<file path="config.mk">
export PLATFORM = sky130hd
export DESIGN_NAME = xdma_cfg_deframer
export DESIGN_NICKNAME = d
export VERILOG_FILES = /design/src/rtl/xdma_cfg_deframer.sv
export SDC_FILE = /design/constraint.sdc
export NUM_CORES = 2
export LEC_CHECK = 0
export ABC_AREA = 1
export CAP_MARGIN = 20
export CORE_AREA = 2 2 596 598
export DETAILED_ROUTE_END_ITERATION = 8
export DIE_AREA = 0 0 598 600
export PLACE_DENSITY = 0.33
export SLEW_MARGIN = 25
export SYNTH_ARGS = -nofsm -noshare
export SYNTH_HDL_FRONTEND = slang
export SYNTH_SLANG_ARGS = --single-unit
</file>
<file path="constraint.sdc">
create_clock -name clk_i -period 50.1 [get_ports clk_i]
set_input_delay 10.02 -clock clk_i [delete_from_list [all_inputs] [get_ports clk_i]]
set_output_delay 10.02 -clock clk_i [all_outputs]
set_load 0.005 [all_outputs]
</file>
<file path="src/rtl/xdma_cfg_deframer.sv">
// Receive-side cfg frame deframer: registers the first-frame header, then forwards continuation payloads.
// Optional protocol check enabled by defining XDMA_CFG_DEFRAMER_CHECK_EN.
module xdma_cfg_deframer #(
    parameter int unsigned AxiDataWidth    = 512,
    parameter int unsigned AddrWidth       = 48,
    parameter int unsigned DMAIdWidth      = 4,
    parameter int unsigned TotalFrameWidth = 4
) (
    input  logic                                                            clk_i,
    input  logic                                                            rst_i,
    input  logic [AxiDataWidth-1:0]                                         cfg_i,
    input  logic                                                            cfg_valid_i,
    output logic                                                            cfg_ready_o,
    output logic                                                            hdr_valid_o,
    input  logic                                                            hdr_ready_i,
    output logic                                                            hdr_dma_type_o,
    output logic [TotalFrameWidth-1:0]                                      hdr_frame_length_o,
    output logic [DMAIdWidth-1:0]                                           hdr_dma_id_o,
    output logic [AddrWidth-1:0]                                            hdr_reader_addr_o,
    output logic [AddrWidth-1:0]                                            hdr_writer_addr_o,
    output logic [AxiDataWidth-1-TotalFrameWidth-DMAIdWidth-2*AddrWidth-1:0] hdr_payload_o,
    output logic                                                            pld_valid_o,
    input  logic                                                            pld_ready_i,
    output logic [AxiDataWidth-1-TotalFrameWidth-1:0]                       pld_data_o,
    output logic                                                            pld_last_o,
    output logic                                                            err_o
);

    localparam int unsigned IdLsb  = 1 + TotalFrameWidth;
    localparam int unsigned RdLsb  = IdLsb + DMAIdWidth;
    localparam int unsigned WrLsb  = RdLsb + AddrWidth;
    localparam int unsigned HplLsb = WrLsb + AddrWidth;

    typedef enum logic [1:0] {
        ST_IDLE,
        ST_HDR,
        ST_BODY
    } state_e;

    state_e                     state_q, state_d;
    logic                       run_q;
    logic                       cfg_ready;
    logic                       accept;
    logic [TotalFrameWidth-1:0] rem_cnt_q;
    logic [TotalFrameWidth-1:0] frame_len_in;

    assign frame_len_in = cfg_i[TotalFrameWidth:1];
    assign cfg_ready_o  = cfg_ready;
    assign accept       = cfg_valid_i && cfg_ready;

    always_ff @(posedge clk_i or posedge rst_i) begin
        if (rst_i) begin
            state_q <= ST_IDLE;
            run_q   <= 1'b0;
        end else begin
            state_q <= state_d;
            run_q   <= 1'b1;
        end
    end

    // run_q holds cfg_ready low during and right after reset; IDLE also waits for the last payload to drain.
    always_comb begin
        state_d   = state_q;
        cfg_ready = 1'b0;
        case (state_q)
            ST_IDLE: begin
                cfg_ready = run_q && !pld_valid_o;
                if (cfg_valid_i && cfg_ready) state_d = ST_HDR;
            end
            ST_HDR: begin
                if (hdr_ready_i) state_d = (rem_cnt_q != '0) ? ST_BODY : ST_IDLE;
            end
            ST_BODY: begin
                cfg_ready = !pld_valid_o || pld_ready_i;
                if (cfg_valid_i && cfg_ready && rem_cnt_q == TotalFrameWidth'(1)) state_d = ST_IDLE;
            end
            default: state_d = ST_IDLE;
        endcase
    end

    always_ff @(posedge clk_i or posedge rst_i) begin
        if (rst_i) begin
            hdr_valid_o        <= 1'b0;
            hdr_dma_type_o     <= 1'b0;
            hdr_frame_length_o <= '0;
            hdr_dma_id_o       <= '0;
            hdr_reader_addr_o  <= '0;
            hdr_writer_addr_o  <= '0;
            hdr_payload_o      <= '0;
            rem_cnt_q          <= '0;
            pld_valid_o        <= 1'b0;
            pld_data_o         <= '0;
            pld_last_o         <= 1'b0;
        end else begin
            if (state_q == ST_IDLE && accept) begin
                hdr_valid_o        <= 1'b1;
                hdr_dma_type_o     <= cfg_i[0];
                hdr_frame_length_o <= frame_len_in;
                hdr_dma_id_o       <= cfg_i[IdLsb +: DMAIdWidth];
                hdr_reader_addr_o  <= cfg_i[RdLsb +: AddrWidth];
                hdr_writer_addr_o  <= cfg_i[WrLsb +: AddrWidth];
                hdr_payload_o      <= cfg_i[AxiDataWidth-1:HplLsb];
                rem_cnt_q          <= (frame_len_in == '0) ? '0 : frame_len_in - TotalFrameWidth'(1);
            end else if (state_q == ST_HDR && hdr_ready_i) begin
                hdr_valid_o <= 1'b0;
            end

            // Accept and pop in the same cycle reloads the register, so valid stays high.
            if (state_q == ST_BODY && accept) begin
                pld_valid_o <= 1'b1;
                pld_data_o  <= cfg_i[AxiDataWidth-1:TotalFrameWidth+1];
                pld_last_o  <= (rem_cnt_q == TotalFrameWidth'(1));
                if (rem_cnt_q != '0) rem_cnt_q <= rem_cnt_q - TotalFrameWidth'(1);
            end else if (pld_valid_o && pld_ready_i) begin
                pld_valid_o <= 1'b0;
            end
        end
    end

`ifdef XDMA_CFG_DEFRAMER_CHECK_EN
    logic err_d;
    logic err_q;

    always_comb begin
        err_d = 1'b0;
        if (accept) begin
            if (state_q == ST_IDLE)
                err_d = (frame_len_in == '0);
            else if (state_q == ST_BODY)
                err_d = (cfg_i[0] != hdr_dma_type_o) || (frame_len_in != hdr_frame_length_o);
        end
    end

    always_ff @(posedge clk_i or posedge rst_i) begin
        if (rst_i) err_q <= 1'b0;
        else       err_q <= err_d;
    end

    assign err_o = err_q;
`else
    assign err_o = 1'b0;
`endif

endmodule

</file>
# [After elaboration in Yosys (flattened, before gate mapping)]
# Index checks and enable logic that the tools add are counted.
[classes] addsub=2 eq_ne=6 n_mux=14 n_reduce_logical=17
[op_table] operator="2-to-1 mux 4 bit" n=4
[op_table] operator="logical AND 1 bit" n=9
[op_table] operator="2-to-1 mux 2 bit" n=4
[op_table] operator="subtractor 4 x 1 -> 4 bit (second input constant)" n=2
[op_table] operator="inequality test 2 bit (second input constant)" n=3
[op_table] operator="case mux 2 bit (3 select lines)" n=1
[op_table] operator="equality test 4 x 1 -> 1 bit (second input constant)" n=1
[op_table] operator="zero test 4 bit" n=1
[op_table] operator="2-to-1 mux 1 bit" n=4
[op_table] operator="nonzero test 2 bit" n=2
[op_table] operator="nonzero test 4 bit" n=1
[op_table] operator="AND reduction 3 bit" n=1
[op_table] operator="equality test 2 x 1 -> 1 bit (second input constant)" n=1
[op_table] operator="equality test 2 bit (second input constant)" n=1
[op_table] operator="zero test 2 bit" n=1
[op_table] operator="case mux 1 bit (2 select lines)" n=1
[op_table] operator="zero test 1 bit" n=1
[op_table] operator="logical OR 1 bit" n=1
[word_totals] regBits=1029 inputBits=517 out_inout_bits=1024 elab_cells=52

# [Logic depth before layout (Yosys ltp)]
[depth] depth_word=8 depth_mapped=11

# [Worst setup path after synthesis]
# OpenSTA, ideal clock, no wires.
[synth_timing] kind="input port to output port" from="input pld_ready_i" to="output cfg_ready_o" arrival_time_ps=10308 slack_ps=29772 stages=4 n_path_buf=0 cell_sequence="inv_1 -> nand2_1 -> nand2_1 -> nand2_2"
[synth_between] elab_chain_len=2
[synth_lines] element="start, declared" line="23" source="input logic pld_ready_i,"
[synth_lines] element="logical OR 1 bit" line="74" source="cfg_ready = !pld_valid_o || pld_ready_i;"
[synth_lines] element="case mux 1 bit (2 select lines)" line="65" source="case (state_q)"
[synth_lines] element="end, declared" line="13" source="output logic cfg_ready_o,"
# Every way passes these cells.

# [Worst setup path in the final report]
# Ends and elaborated chain as after synthesis.

==> flow_summary.ini <==
[run]
max_cap_violations = 0

[floorplanning]
start_util = 0.112
coreArea_um2 = 352000
die_area_um2 = 359000
row_count = 218
dieWidth_um = 598
die_h_um = 600
ios = 1541

[yosys]
syn_nets = 4407
synthTopCellsByCount = nand2_1, dfrtp_1, o21ai_0
synth.mux.area_fraction = 0
synthSimpleGateAreaFrac = 0.103
synthAdderAreaFrac = 0.000633
synth_cell_type_count = 26
synth-seq-area-share = 0.651
yosysMostFrequentCell = nand2_1
syn_avg_cell_area_um2 = 10.2
yosys_register_bits = 1029
synth_top_family_by_area = compound AO/OA/AOI/OAI gates
yosys.area.top_type_share = 0.651
yosys_warnings = 0
syn-cell-area_um2 = 39600
netlist_instances = 3888
ys_async_sr_fraction = 1.00
synth_ff_type = dfrtp_1
yosysTopAreaCell = dfrtp_1
synth_area_leaders = dfrtp_1, nand2_1, o21ai_0
synth_compound_area_frac = 0.154
synth_edf_count = 0
yosys.area_share.xor_xnor = 0.000221

[drt]
drt_first_pass_iters = 5
first_iter_violations = 2221
routed_wl_um = 251000
via_count = 32900
wire_per_inst_um = 24.7
vias_per_cell = 3.24
drc = 0
final_antenna_net_count = 0

[timing]
setup_viol = 0
rsz0062_at_grt = no
tightest_slew_ns = 1.18
whs_ns = 0.478
fmax_ghz = 0.0462
post-route-period-util = 0.432
layout_min_cycle_time_ns = 21.66
final_hold_viol_count = 0
fin_tns_setup_ns = 0
slew_headroom = 0.211
clock_skew_ns = 0.0602
drv_slew = 0

[critical_path]
criticalPathCategory = input pin to output port
crit_buf_inv = 3
worstPathRequired_ns = 40.08
critical_path.endpoint_type = output port
rrSetupSlack_ns = 44.85
cpPeakStageDelay_ns = 0.54
worstRegToRegCells = 10
r2r_end = hdr_payload_o[181]
crit_arrival_ns = 11.64
crit_slowest_cell = clkdlybuf4s50_1
crit_chain = clkdlybuf4s50_1, inv_1, nand2_1, nand2_1, nand2_2, clkdlybuf4s50_1
cp-start-kind = input pin
critical_path.top_delay_family = buffers and inverters
r2r_start = pld_valid_o
worst-path-max-fanout = 5

[placed_design]
place_area_um2 = 59400
place_congestion = 0.868
dp_hpwl_um = 204000
io_buffer_count = 1539

[global_route]
grt.total_usage = 0.135
grt_first_pass_wirelength_um = 327000
grt_start_max_net_pins = 183
antenna_found_initial = 55
grt_pass1_vias = 33600
overflow = 0

[cts]
cts.path.max_buffers = 4
clk_latency_ns = 0.83
cts_setup_buffers = 0
htree_levels = 4
root_buffer = clkbuf_16
cts-resized-gates = 0
cts_tree = built
hold_buffers = 0
clkTransAtPathRegs_ns = 0.05
clkSinkCount = 1029
numCtsBuffers = 147

[power]
ir_drop_mv = 0.0266
power_density_nw_per_um2 = 67.5
leakagePower_nw = 28.7

[worst_hold_path]
hold_depth = 2
min-delay-start = hdr_payload_o[334]
min_to = hdr_payload_o[334]
hp-class = flop to flop

[layout]
design_area_um2 = 64400
synthToLayoutAreaGrowth_pct = 62.7
nets = 5907
layout-drive-gt1-share = 0.0967
n_fill_cell = 39100
final_util = 0.183

[status]
status = finished clean
[cell type report]
cell class	count	area, um2	share of cell area
diodes	18	45.0	0.000700
clock buffers	218	4350	0.0675
clock inverters	37	505	0.00785
inverters	524	1970	0.0307
multi-input cells	2107	10200	0.159
flip-flops and latches	1029	25700	0.400
well taps	4620	5780	0.0898
repair buffers	1579	15700	0.244
[layout by cell type (no fill, tap or decap), types with 4 or more instances in the layout]
master | synthesis | routed
nand2_1 | 1051 | 1051
dfrtp_1 | 1029 | 1029
buf_4 | 3 | 33
diode_2 | 0 | 18
nor2_1 | 6 | 6
o21ai_0 | 594 | 594
nand3_1 | 8 | 8
clkbuf_8 | 0 | 38
bufinv_16 | 0 | 7
o21ai_2 | 253 | 253
buf_2 | 56 | 6
clkinv_2 | 0 | 14
clkbuf_16 | 0 | 148
clkdlybuf4s50_1 | 0 | 1533
buf_12 | 0 | 4
inv_1 | 523 | 522
clkbuf_1 | 78 | 32
o21ai_1 | 176 | 176
inv_6 | 0 | 4
[cells by family (layout without fill, tap and decap cells)]
| family | after synthesis | in the layout |
|---|---|---|
| buf+inv | 752 | 2358 |
| compound gates | 1026 | 1026 |
| simple gates | 1076 | 1076 |
| other cells | 2 | 20 |
| fa+ha+maj | 2 | 2 |
| flops | 1029 | 1029 |
| xor+xnor | 1 | 1 |
[how the worst max path moves through the flow]
stage	start	endpoint	slack, ns	cells after the start
after floorplan	rst_i	hdr_dma_id_o[0]	11.12	1
after global placement	pld_ready_i	cfg_ready_o	28.29	6
after detailed placement	pld_ready_i	cfg_ready_o	28.40	6
after CTS	pld_ready_i	cfg_ready_o	28.39	6
after global routing	pld_ready_i	cfg_ready_o	28.37	6
final	pld_ready_i	cfg_ready_o	28.44	6
[routing by layer]
layer,GRT usage,wire (um),vias up,part of all wire
li1,-,-,15300,-
met4,0.0391,7640,28,0.030
met5,0,185,-,0.00074
met2,0.228,121000,1218,0.48
met1,0.152,95400,16000,0.38
met3,0.0622,26600,289,0.11
[sequential cells by signal, summed over array words and instances, names as in the netlist, 2 cells and up]
signal / flops
hdr_writer_addr_o: 48
hdr_frame_length_o: 4
hdr_reader_addr_o: 48
hdr_dma_id_o: 4
rem_cnt_q: 4
pld_data_o: 507
state_q: 2
hdr_payload_o: 407
[stage by stage]
step	total power, W	setup WS, ns	instances
after floorplan	0.00202	11.12	3888
after global placement	0.00334	28.29	9858
after detailed placement	0.00335	28.40	9858
after CTS	0.00448	28.39	10100
after global routing	0.00465	28.37	10100
final	0.00435	28.44	10100
[power by group]
group | leakage, nW | total [W] | switching [W] | internal (W)
Combinational | 13.4 | 0.00181 | 0.000944 | 0.000869
Clock | 2.38 | 0.00108 | 0.000441 | 0.000639
Sequential | 12.9 | 0.00146 | 0.000236 | 0.00122
[worst register-to-register path, delay by kind of cell, from the launching register on]
kind	cells	cell delay, ns
flip-flops	1	0.46
AND/OR/NAND/NOR	5	1.33
buffers and inverters	4	3.27
AO/OA/AOI/OAI	1	0.10
Note: power is estimated with default switching activity, not from simulation.
